$ cat config.mk
export PLATFORM = sky130hd
export DESIGN_NAME = envelope_sd_dac
export DESIGN_NICKNAME = d
export VERILOG_FILES = /design/src/rtl/envelope_sd_dac.sv
export SDC_FILE = /design/constraint.sdc
export NUM_CORES = 1
export LEC_CHECK = 0
export CAP_MARGIN = 20
export CORE_UTILIZATION = 56
export CTS_CLUSTER_DIAMETER = 60
export CTS_CLUSTER_SIZE = 20
export DETAILED_ROUTE_END_ITERATION = 12
export PLACE_DENSITY = 0.85
export SLEW_MARGIN = 30
export SYNTH_ARGS = -nofsm -noshare
export SYNTH_HDL_FRONTEND = slang
export SYNTH_SLANG_ARGS = --single-unit
$ cat constraint.sdc
create_clock -name clk -period 4.15 [get_ports clk]
set_clock_uncertainty 0.05 [all_clocks]
set_input_delay 0.83 -clock clk [delete_from_list [all_inputs] [get_ports clk]]
set_output_delay 0.83 -clock clk [all_outputs]
set_load 0.02 [all_outputs]
$ cat src/rtl/envelope_sd_dac.sv
// Attack/sustain/release envelope on an offset-binary sample, then a first-order 1-bit sigma-delta DAC.
// Optional build macro SD_DITHER_EN adds a 16-bit Galois LFSR carry-in dither to the modulator.
module envelope_sd_dac #(
  parameter int RATE_DIV     = 1024,
  parameter int ATTACK_STEP  = 4,
  parameter int RELEASE_STEP = 2
) (
  input  logic       clk,
  input  logic       rst_n,
  input  logic [7:0] sample_in,
  input  logic       gate,
  output logic       dac_out,
  output logic [7:0] env_level,
  output logic [1:0] env_state,
  output logic       active
);

  typedef enum logic [1:0] {
    IDLE    = 2'd0,
    ATTACK  = 2'd1,
    SUSTAIN = 2'd2,
    RELEASE = 2'd3
  } state_e;

  localparam int              CNT_W   = $clog2(RATE_DIV);
  localparam logic [CNT_W-1:0] CNT_MAX = CNT_W'(RATE_DIV - 1);
  localparam logic [8:0]      ATT_INC = 9'(ATTACK_STEP);
  localparam logic [7:0]      REL_DEC = 8'(RELEASE_STEP);

  // Envelope tick: free-running divider, never paused.
  logic [CNT_W-1:0] cnt_q, cnt_d;
  logic             tick;

  always_comb begin
    tick  = (cnt_q == CNT_MAX);
    cnt_d = tick ? '0 : cnt_q + 1'b1;
  end

  // NOTE: state flops use non-blocking assignments so every flop samples pre-edge values.
  always_ff @(posedge clk or negedge rst_n) begin
    if (!rst_n) cnt_q <= '0;
    else        cnt_q <= cnt_d;
  end

  state_e     state_q;
  logic [7:0] level_q;
  logic [8:0] att_sum;
  logic [7:0] att_level, rel_level;

  // Saturating step results; only committed on a tick without a gate change.
  always_comb begin
    att_sum   = {1'b0, level_q} + ATT_INC;
    att_level = att_sum[8] ? 8'hFF : att_sum[7:0];
    rel_level = (level_q > REL_DEC) ? level_q - REL_DEC : 8'd0;
  end

  always_ff @(posedge clk or negedge rst_n) begin
    if (!rst_n) begin
      state_q <= IDLE;
      level_q <= '0;
    end else begin
      case (state_q)
        IDLE: begin
          level_q <= '0;
          if (gate) state_q <= ATTACK;
        end
        ATTACK: begin
          if (!gate) begin
            state_q <= RELEASE;
          end else if (tick) begin
            level_q <= att_level;
            if (att_level == 8'hFF) state_q <= SUSTAIN;
          end
        end
        SUSTAIN: begin
          level_q <= 8'hFF;
          if (!gate) state_q <= RELEASE;
        end
        RELEASE: begin
          if (gate) begin
            state_q <= ATTACK;
          end else if (tick) begin
            level_q <= rel_level;
            if (rel_level == 8'd0) state_q <= IDLE;
          end
        end
        default: state_q <= IDLE;
      endcase
    end
  end

  // Datapath: sample register -> envelope scaling -> sigma-delta accumulator.
  logic [7:0]         sample_q, sample_d;
  logic [7:0]         scaled_q, scaled_d;
  logic [7:0]         acc_q, acc_d;
  logic               dac_q, dac_d;
  logic signed [7:0]  s8;
  logic signed [16:0] s_ext, l_ext, prod;
  logic [8:0]         sum;
  logic               unused_prod;

`ifdef SD_DITHER_EN
  logic [15:0] lfsr_q, lfsr_d;

  always_comb begin
    lfsr_d = {1'b0, lfsr_q[15:1]} ^ (lfsr_q[0] ? 16'hB400 : 16'h0000);
  end

  always_ff @(posedge clk or negedge rst_n) begin
    if (!rst_n) lfsr_q <= 16'hACE1;
    else        lfsr_q <= lfsr_d;
  end
`endif

  always_comb begin
    sample_d = sample_in;
    // Offset-binary minus 128 is just an MSB flip in two's complement.
    s8       = {~sample_q[7], sample_q[6:0]};
    s_ext    = {{9{s8[7]}}, s8};
    l_ext    = {9'd0, level_q};
    prod     = s_ext * l_ext;
    // prod[15:8] is floor(prod/256) in 8-bit two's complement; +128 restores offset-binary.
    scaled_d = prod[15:8] + 8'd128;
`ifdef SD_DITHER_EN
    sum      = {1'b0, acc_q} + {1'b0, scaled_q} + {8'd0, lfsr_q[0]};
`else
    sum      = {1'b0, acc_q} + {1'b0, scaled_q};
`endif
    acc_d    = sum[7:0];
    dac_d    = sum[8];
  end

  assign unused_prod = ^{prod[16], prod[7:0]};

  // NOTE: all datapath registers reset to mid-scale/zero so the bitstream restarts at a known phase.
  always_ff @(posedge clk or negedge rst_n) begin
    if (!rst_n) begin
      sample_q <= 8'd128;
      scaled_q <= 8'd128;
      acc_q    <= 8'd0;
      dac_q    <= 1'b0;
    end else begin
      sample_q <= sample_d;
      scaled_q <= scaled_d;
      acc_q    <= acc_d;
      dac_q    <= dac_d;
    end
  end

  assign dac_out   = dac_q;
  assign env_level = level_q;
  assign env_state = state_q;
  assign active    = (state_q != IDLE);

endmodule

==> results of run 1 <==
## layout make-up
class	count	area (sq um)	share of cell area, %
clock buffer	5	68.82	1.373
clock inverter	3	21.27	0.4243
inverter	57	214.0	4.268
multi-input combinational	337	3054	60.92
sequential	45	1141	22.76
tap	99	123.9	2.471
timing repair buffer	44	390.4	7.786
## cells in the final DEF, fill, tap and decap left out, types with 3 or more instances in the layout
cell type / count
xnor2_1: 14
nor2_1: 30
nand3_1: 8
and2_1: 36
nor2b_1: 3
inv_2: 8
o21a_1: 5
nand2b_1: 4
clkdlybuf4s50_1: 21
nor3_1: 14
and3_2: 3
and3_1: 3
buf_4: 21
ha_4: 6
xor2_1: 10
nand2_1: 25
ha_1: 50
clkbuf_8: 5
o21ai_0: 15
a21o_1: 3
dfrtp_1: 33
and2_4: 3
o21ai_1: 8
fa_1: 36
a21oi_1: 14
inv_1: 49
dfrtp_2: 10
## layer usage
metal	track usage (%)	vias to the layer above
met3	4.061	18
li1	-	1561
met2	42.88	60
met5	0	-
met1	28.53	1511
met4	6.452	0
## final timing paths
| kind | from | to | slack (ns) | cells after the start |
|---|---|---|---|---|
| min | cnt_q[9]$_DFF_PN0_ | cnt_q[9]$_DFF_PN0_ | 0.43 | 1 |
| max reg2reg | sample_q[7]$_DFF_PN1_ | scaled_q[2]$_DFF_PN0_ | 0.02 | 15 |
| min reg2reg | cnt_q[9]$_DFF_PN0_ | cnt_q[9]$_DFF_PN0_ | 0.43 | 1 |
| max | sample_q[7]$_DFF_PN1_ | scaled_q[2]$_DFF_PN0_ | 0.02 | 15 |
| min in group asynchronous | rst_n | acc_q[1]$_DFF_PN0_ | 0.44 | 1 |
| max in group asynchronous | rst_n | env_level[3]$_DFFE_PN0P_ | 3.16 | 1 |
## state kept, by name (all words and copies together), names as in the netlist
name,count
env_state,2
dac_out,1
scaled_q,8
cnt_q,10
acc_q,8
sample_q,8
env_level,8
## worst register-to-register path: cells and delay by family (launching register included)
kind            cells  cell delay [ns]
fa+ha+maj           5             2.23
flops               1             0.61
compound gates      3             0.61
buf+inv             4             0.25
simple gates        2             0.17
xor+xnor            1             0.11
## cell families after synthesis
group                      Yosys count  synth area share, %
xor gates and xnor gates            24                4.834
adders and majority gates           93                32.92
DFF                                 45                25.96
AOI/OAI and AO/OA                   65                9.439
muxes                                3               0.8344
and+or+nand+nor                    152                18.73
buffers and inverters               74                7.281
## repair_timing
| item | 4_1_cts | 5_1_grt |
|---|---|---|
| setup endpoints to repair | 3 | 6 |
| gates resized for setup | 6 | 22 |
| setup buffers | 3 | 8 |
| pin swaps | 7 | 29 |
## stage by stage
step	setup slack, ns	util, %
final	0.01875	68.03
after global routing	-0.1447	68.03
after CTS	0.01465	66.37
after detailed placement	-0.03107	64.50
after global placement	0.09560	64.47
after floorplan	0.0004690	-
==> summary.txt, run 1 <==
Outcome
  – Status: completed

Synth
  – Area share of the largest cell type after synthesis: around a quarter
  – Register area share after synthesis: 25.96%
  – Syn_area_per_cell: ~9.5 sq um
  – Syn_nets: between 500 and 600
  – Post-synth EDFFs: 0
  – Flops & latches, synth: 45
  – Count leader, synth: inv_1
  – Synth Flop Type: dfrtp_1
  – Post-Syn Area: 0.004348 sq mm
  – Top cells by instance count after synthesis: 57 x inv_1, 56 x ha_1, 43 x dfrtp_1
  – Largest area contributor in the netlist: dfrtp_1
  – Ranking of synthesized cells by area: dfrtp_1 25%, fa_1 17%, ha_1 16%, and2_1 5.6%, inv_1 4.9%
  – Mapped Cells: 456
  – Post-synth ARST share: 100.0%
  – YS warnings: 0
  – Post-synthesis cell type count: 53

Setup path
  – CP max stage delay: roughly 0.6 ns
  – CP bufs+invs: 4
  – Crit path top cell by count: fa_1
  – CP delay by family, top: adder cells
  – Crit end category: register
  – Worst Path Required: 4.30 ns
  – CP cell instances: buf_6 > fa_1 > fa_1 > inv_2 > fa_1 > inv_1 > fa_1 > inv_2 > ha_4 > nand4_1 > o21bai_4 > o21a_1 > o21a_1 > nor2_2 > xnor2_1
  – Crit path max fanout: 5
  – CP Launch Type: register
  – Critical path class: reg -> reg
  – Arrival time worst endpoint: 4.29 ns
  – Crit path max-delay cell type: dfstp_2

Finish
  – Nets: 593
  – Filler cell count: roughly 570
  – P&R area growth vs syn: 15.31%
  – Final non-filler cell total: between 500 and 600
  – Ratio of cells with drive above 1 in the final layout: between 10% and 20%
  – Antenna Cells: 0
  – Final instance area: between 0.005 and 0.006 sq mm

Routing
  – Highest routed layer: met4
  – DR vias: 3150
  – Routed length on met2: around 4600 um
  – Final Routed Wirelength: between 8000 and 9000 um
  – DR pass1 iterations: 4
  – Drc violations: 0
  – Met3 WL: approximately 320 um
  – Post-DRT Antenna Nets: 0
  – Starting DRT DRC Count: 98
  – Routed wire length per instance: approximately 15 um
  – WL met1: approximately 3700 um
  – Vias per cell: between 5 and 6

GRT
  – Vias in the first global route: 3351
  – Initial antenna violation count: 0
  – Total congestion overflow: 0
  – GR Util All Layers: a little under a quarter
  – First-pass GRT wire length: 15360 um
  – Largest net degree at the start of global routing: 46

Placement
  – Dpl hpwl: just under 7000 um
  – Number of buffers added on ports: 22
  – Placed Cells: 571
  – Routability Congestion: 0.9268
  – Post-DP Area: about 0.0048 sq mm

STA
  – RSZ-0062 raised after global routing: true
  – Final Hold Viols: 0
  – Relative slew margins: 61.76%
  – Tcrit/Tclk final: between 90% and 100%
  – Tmin final: around 4.1 ns
  – Final setup viols: 0
  – Max Freq: between 0.2 and 0.25 GHz
  – Setup TNS: 0 ns
  – Hold slack: roughly 0.43 ns
  – Final Max Tran Viols: 0
  – Worst-margin pin slew: around 0.57 ns

Clocking
  – H-tree depth: 2
  – Clock Tree Buf Depth: 2
  – Skew-Pair Late Insertion Delay: slightly above 0.3 ns
  – Sink Count: 45
  – Reg clk slew, reported paths: 0.09 ns
  – Cts hold-fix bufs: 0
  – Num CTS Buffers: 5
  – Root Buffer: clkbuf_8
  – CTS tree: done

Floorplan
  – Core ar.: 0.007370 sq mm
  – Die area: slightly above 0.008 sq mm
  – Die height: roughly 90 um
  – Die Wd: about 90 um
  – Rows: 31
  – Initial Utilization: between 50% and 60%
  – I/O Pins: 23

Job
  – Max Cap Viol: 0

Min path
  – Hold Path Class: reg -> reg
Power of run 1 is left out: the tool's default activity adds up to more than one toggle a clock period on the data nets, which glitch-free logic cannot reach.
==> run 2, diff against run 1 <==
Settings changed: CAP_MARGIN 20 to not set, CORE_MARGIN set to 3.
==> run 2 against run 1 <==
Via count increased by 1.5%. Register-to-register slack about the same. Sequential share of layout area decreased by 0.19 points. Maximum frequency decreased by 0.12%. Global-route usage decreased by 1.5 points. First-iteration DRC count increased by 20%. Critical endpoint is now scaled_q[5]$_DFF_PN0_. Largest cell class unchanged.
==> summary.txt, run 2 (synthesis results as in run 1) <==
Routing
  – DR vias: ~3200
  – Starting DRT DRC Count: roughly 120
  – Routed wire length per instance: 15.23 um
  – DR pass1 iterations: 4
  – Vias per cell: 5.399
  – Drc violations: 0
  – Final Routed Wirelength: approximately 9000 um
  – Post-DRT Antenna Nets: 0

Clocking
  – Sink Count: 45
  – H-tree depth: 2
  – Reg clk slew, reported paths: approximately 0.090 ns
  – Root Buffer: clkbuf_8
  – Num CTS Buffers: 5
  – Skew-Pair Late Insertion Delay: ~0.3 ns
  – Clock Tree Buf Depth: 2
  – CTS tree: done

Placement
  – Number of buffers added on ports: 22
  – Dpl hpwl: just under 7000 um
  – Post-placement worst setup slack: -0.04462 ns
  – Post-DP Area: ~0.0047 sq mm
  – Routability Congestion: approximately 0.90

Outcome
  – Status: completed

STA
  – Setup ws final: ~0.014 ns
  – Tcrit/Tclk final: between 90 and 100%
  – Final setup viols: 0
  – Hold slack: approximately 0.44 ns
  – Final Hold Viols: 0
  – RSZ-0062 raised after global routing: true
  – Tmin final: about 4.1 ns
  – Setup TNS: 0 ns
  – Final Max Tran Viols: 0
  – Relative slew margins: about 49%
  – Max Freq: between 0.2 and 0.25 GHz
  – Worst-margin pin slew: 0.7602 ns

Floorplan
  – Die area: between 0.008 and 0.009 sq mm
  – I/O Pins: 23
  – Rows: 31
  – Core ar.: 0.007408 sq mm
  – Die height: roughly 94 um
  – Die Wd: 94.12 um
  – Initial Utilization: 58.69%

Setup path
  – Crit path max-delay cell type: fa_1
  – CP bufs+invs: 4
  – Crit path max fanout: 6
  – Crit end category: register
  – Worst-case reg-to-reg path depth: 15
  – CP Launch Type: register
  – Arrival time worst endpoint: about 4.3 ns
  – CP cell instances: buf_6 > and2_4 > fa_1 > fa_1 > fa_1 > inv_2 > fa_1 > inv_2 > ha_4 > nor2_4 > nand2_2 > nor4_4 > o21bai_2 > buf_4 > xor2_1
  – Critical path class: reg -> reg
  – Instance count on the critical path: 15
  – Crit path top cell by count: fa_1
  – Worst Path Required: about 4.3 ns
  – CP max stage delay: ~0.57 ns
  – CP delay by family, top: adder cells

Finish
  – Reg with most FFs: cnt_q
  – Ratio of cells with drive above 1 in the final layout: about 17%
  – Commonest non-fill, non-tap cell in the layout: inv_1
  – Final instance area: slightly above 0.005 sq mm
  – Nets: around 600
  – Most frequent cells in the layout: 53 x inv_1, 50 x ha_1, 36 x and2_1, 36 x fa_1, 33 x dfrtp_1
  – Antenna Cells: 0
  – Max reg flops: 10
  – P&R area growth vs syn: 16.26%

GRT
  – First-pass GRT wire length: between 15000 and 20000 um
  – Largest net degree at the start of global routing: 46
  – Total congestion overflow: 0
  – Vias in the first global route: 3390
  – GR Util All Layers: between 20% and 30%
  – Initial antenna violation count: 0

Min path
  – Hold Path Class: reg -> reg
  – Hold path depth: 1

Job
  – Max Cap Viol: 0
==> run 2: worst paths after layout <==
check                                      startpoint                  endpoint  slack (ns)
max in group asynchronous                       rst_n  env_level[3]$_DFFE_PN0P_        3.15
min in group asynchronous                       rst_n        acc_q[0]$_DFF_PN0_        0.46
worst max register to register  sample_q[4]$_DFF_PN0_     scaled_q[5]$_DFF_PN0_        0.01
worst min register to register     acc_q[0]$_DFF_PN0_        acc_q[0]$_DFF_PN0_        0.44
worst min-delay path               acc_q[0]$_DFF_PN0_        acc_q[0]$_DFF_PN0_        0.44
worst max-delay path            sample_q[4]$_DFF_PN0_     scaled_q[5]$_DFF_PN0_        0.01
==> run 2: layout make-up <==
class / instances / area, sq um
tap: 99 / 123.9
sequential: 45 / 1141
multi-input combinational: 337 / 3059
clock buffer: 6 / 72.57
inverter: 57 / 214.0
clock inverter: 2 / 38.79
fill: 543 / 2354
timing repair buffer: 46 / 405.4
==> run 2: metal layers <==
layer  share of wire (%)  track usage [%]  wire length (um)
met1                  43            27.66              3889
met4                 1.5            6.859               138
met5                   0                0                 0
met3                 3.2            2.724               287
met2                  52            39.44              4702
==> run 2: timing repair <==
action / CTS / global route
pin swaps: 5 / 22
setup endpoints to repair: 2 / 7
setup buffers: 7 / 7
hold buffers: 0 / 0
hold endpoints to repair: 0 / 0
resized for setup: 3 / 23
==> run 2: metrics by stage <==
stage / std cells / utilization, %
after floorplan: 456 / -
after global placement: 570 / 64.03
after detailed placement: 570 / 64.06
after CTS: 585 / 66.34
after global routing: 592 / 68.23
final: 592 / 68.23
Power of run 2 is left out for the same reason.
==> run 3, diff against run 2 <==
Settings changed: CORE_UTILIZATION 56 to 66, PLACE_DENSITY 0.85 to 0.94.
Clock period 4.15 ns to 5.2 ns, I/O delays scaled along.
==> run 3 against run 2 <==
Hold slack worse by 0.013 ns. Via count grew 2.3%. Critical path depth is the same. Clock-buffer cell count unchanged. Routed wire length increased by 2.2%. Die area is 14% lower. Sequential share of layout area up 1.4 points. First-iteration DRC count grew 130%. Register-to-register slack improved by 0.38 ns. Maximum frequency down 14%.
==> summary.txt, run 3 (synthesis results as in run 1) <==
STA
  – Tcrit/Tclk final: 92.43%
  – Final Hold Viols: 0
  – Tmin final: around 4.8 ns
  – Relative slew margins: around 50%
  – Max Freq: about 0.21 GHz
  – Final setup viols: 0
  – Setup TNS: 0 ns
  – RSZ-0062 raised after global routing: false
  – Worst-margin pin slew: roughly 0.74 ns
  – Final Max Tran Viols: 0

Setup path
  – CP Launch Type: register
  – Arrival time worst endpoint: between 4 and 5 ns
  – Worst Path Required: around 5.4 ns
  – Crit path max fanout: 12
  – Crit end category: register
  – Critical path class: reg -> reg
  – CP max stage delay: between 0.5 and 0.6 ns
  – CP bufs+invs: 3
  – CP cell instances: or2_2 > fa_1 > fa_1 > inv_1 > fa_1 > inv_1 > fa_1 > inv_1 > ha_1 > nand4_1 > o21bai_1 > nor4_2 > o21bai_1 > a21oi_1 > xnor2_1
  – CP delay by family, top: adder cells
  – Crit path top cell by count: fa_1
  – Crit path max-delay cell type: fa_1

Finish
  – Max reg flops: 10
  – Most frequent cells in the layout: 57 x inv_1, 56 x ha_1, 43 x dfrtp_1, 39 x and2_1, 36 x fa_1
  – Nets: between 500 and 600
  – Antenna Cells: 0
  – P&R area growth vs syn: 8.058%
  – Commonest non-fill, non-tap cell in the layout: inv_1
  – Ratio of cells with drive above 1 in the final layout: around 7%
  – Filler cell count: slightly above 400
  – Reg with most FFs: cnt_q

Routing
  – WL met1: between 3000 and 4000 um
  – Met3 WL: 440 um
  – Final Routed Wirelength: roughly 9200 um
  – Starting DRT DRC Count: 272
  – Post-DRT Antenna Nets: 0
  – Highest routed layer: met4
  – Vias per cell: just under 6
  – Routed wire length per instance: around 17 um
  – DR vias: around 3300
  – Routed length on met2: ~4800 um
  – DR pass1 iterations: 5
  – Drc violations: 0

Floorplan
  – Die height: around 87 um
  – Die area: between 0.007 and 0.008 sq mm
  – Core ar.: slightly above 0.006 sq mm
  – I/O Pins: 23
  – Die Wd: about 87 um
  – Initial Utilization: 70.92%
  – Rows: 28

Outcome
  – Status: completed

Clocking
  – Sink Count: 45
  – CTS tree: done
  – H-tree depth: 2
  – Skew-Pair Late Insertion Delay: about 0.31 ns
  – Root Buffer: clkbuf_8
  – Clock Tree Buf Depth: 2
  – Setup bufs post-CTS: 0
  – Reg clk slew, reported paths: 0.09 ns
  – Num CTS Buffers: 5

GRT
  – Initial antenna violation count: 0
  – First-pass GRT wire length: 15910 um
  – Total congestion overflow: 0
  – GR Util All Layers: between 20% and 30%
  – Vias in the first global route: around 3400
  – Largest net degree at the start of global routing: 46

Placement
  – Routability Congestion: ~0.94
  – Dpl hpwl: between 6000 and 7000 um
  – Number of buffers added on ports: 22

Job
  – Max Cap Viol: 0

Min path
  – Hold Path Class: reg -> reg
run 3: stage by stage:
step                      setup WS, ns  std cells  utilization [%]  hold WS, ns  cell area [sq um]
after floorplan                 0.5885        456                -       0.3903               4348
after global placement          0.5613        542            75.02       0.4046               4599
after detailed placement        0.3228        542            75.02       0.4162               4599
after CTS                       0.2650        549            76.49       0.4329               4690
after global routing            0.1461        549            76.63       0.4581               4698
final                           0.3936        549            76.63       0.4256               4698
run 3: final timing paths:
check                                         start                        to  slack, ns  cells past startpoint
max                        env_level[0]$_DFFE_PN0P_     scaled_q[6]$_DFF_PN0_       0.39                     15
min in group asynchronous                     rst_n     scaled_q[6]$_DFF_PN0_       0.67                      1
max reg2reg                env_level[0]$_DFFE_PN0P_     scaled_q[6]$_DFF_PN0_       0.39                     15
min                           scaled_q[0]$_DFF_PN0_        acc_q[0]$_DFF_PN0_       0.43                      1
max in group asynchronous                     rst_n  env_level[6]$_DFFE_PN0P_       4.05                      1
min reg2reg                   scaled_q[0]$_DFF_PN0_        acc_q[0]$_DFF_PN0_       0.43                      1
run 3: timing repair:
item	CTS	global route
hold buffers	0	0
gates resized for setup	0	1
setup endpoints to repair	0	2
run 3: cell type report:
class                           count  area (sq um)  area share [%]
Timing Repair Buffer               28         262.8           5.593
Inverter                           57         214.0           4.554
Clock inverter                      1         7.507          0.1598
Tap cell                           75         93.84           1.997
Sequential cell                    45          1129           24.02
Multi-Input combinational cell    337          2909           61.92
Clock buffer                        6         82.58           1.758
run 3: layer usage:
| layer | global-route usage, % | vias up |
|---|---|---|
| li1 | - | 1532 |
| met1 | 34.05 | 1612 |
| met2 | 47.14 | 102 |
| met3 | 3.311 | 22 |
| met4 | 8.229 | 0 |
| met5 | 0 | - |
run 3: worst reg2reg max path, delay by kind of cell, from the launching register on:
kind | cells | cell delay [ns]
XOR/XNOR | 1 | 0.15
AO/OA/AOI/OAI | 3 | 0.53
adder cells (fa/ha/maj) | 5 | 2.44
flip-flops | 1 | 0.50
buffers and inverters | 3 | 0.15
AND/OR/NAND/NOR | 3 | 0.90
Power of run 3 is left out for the same reason.
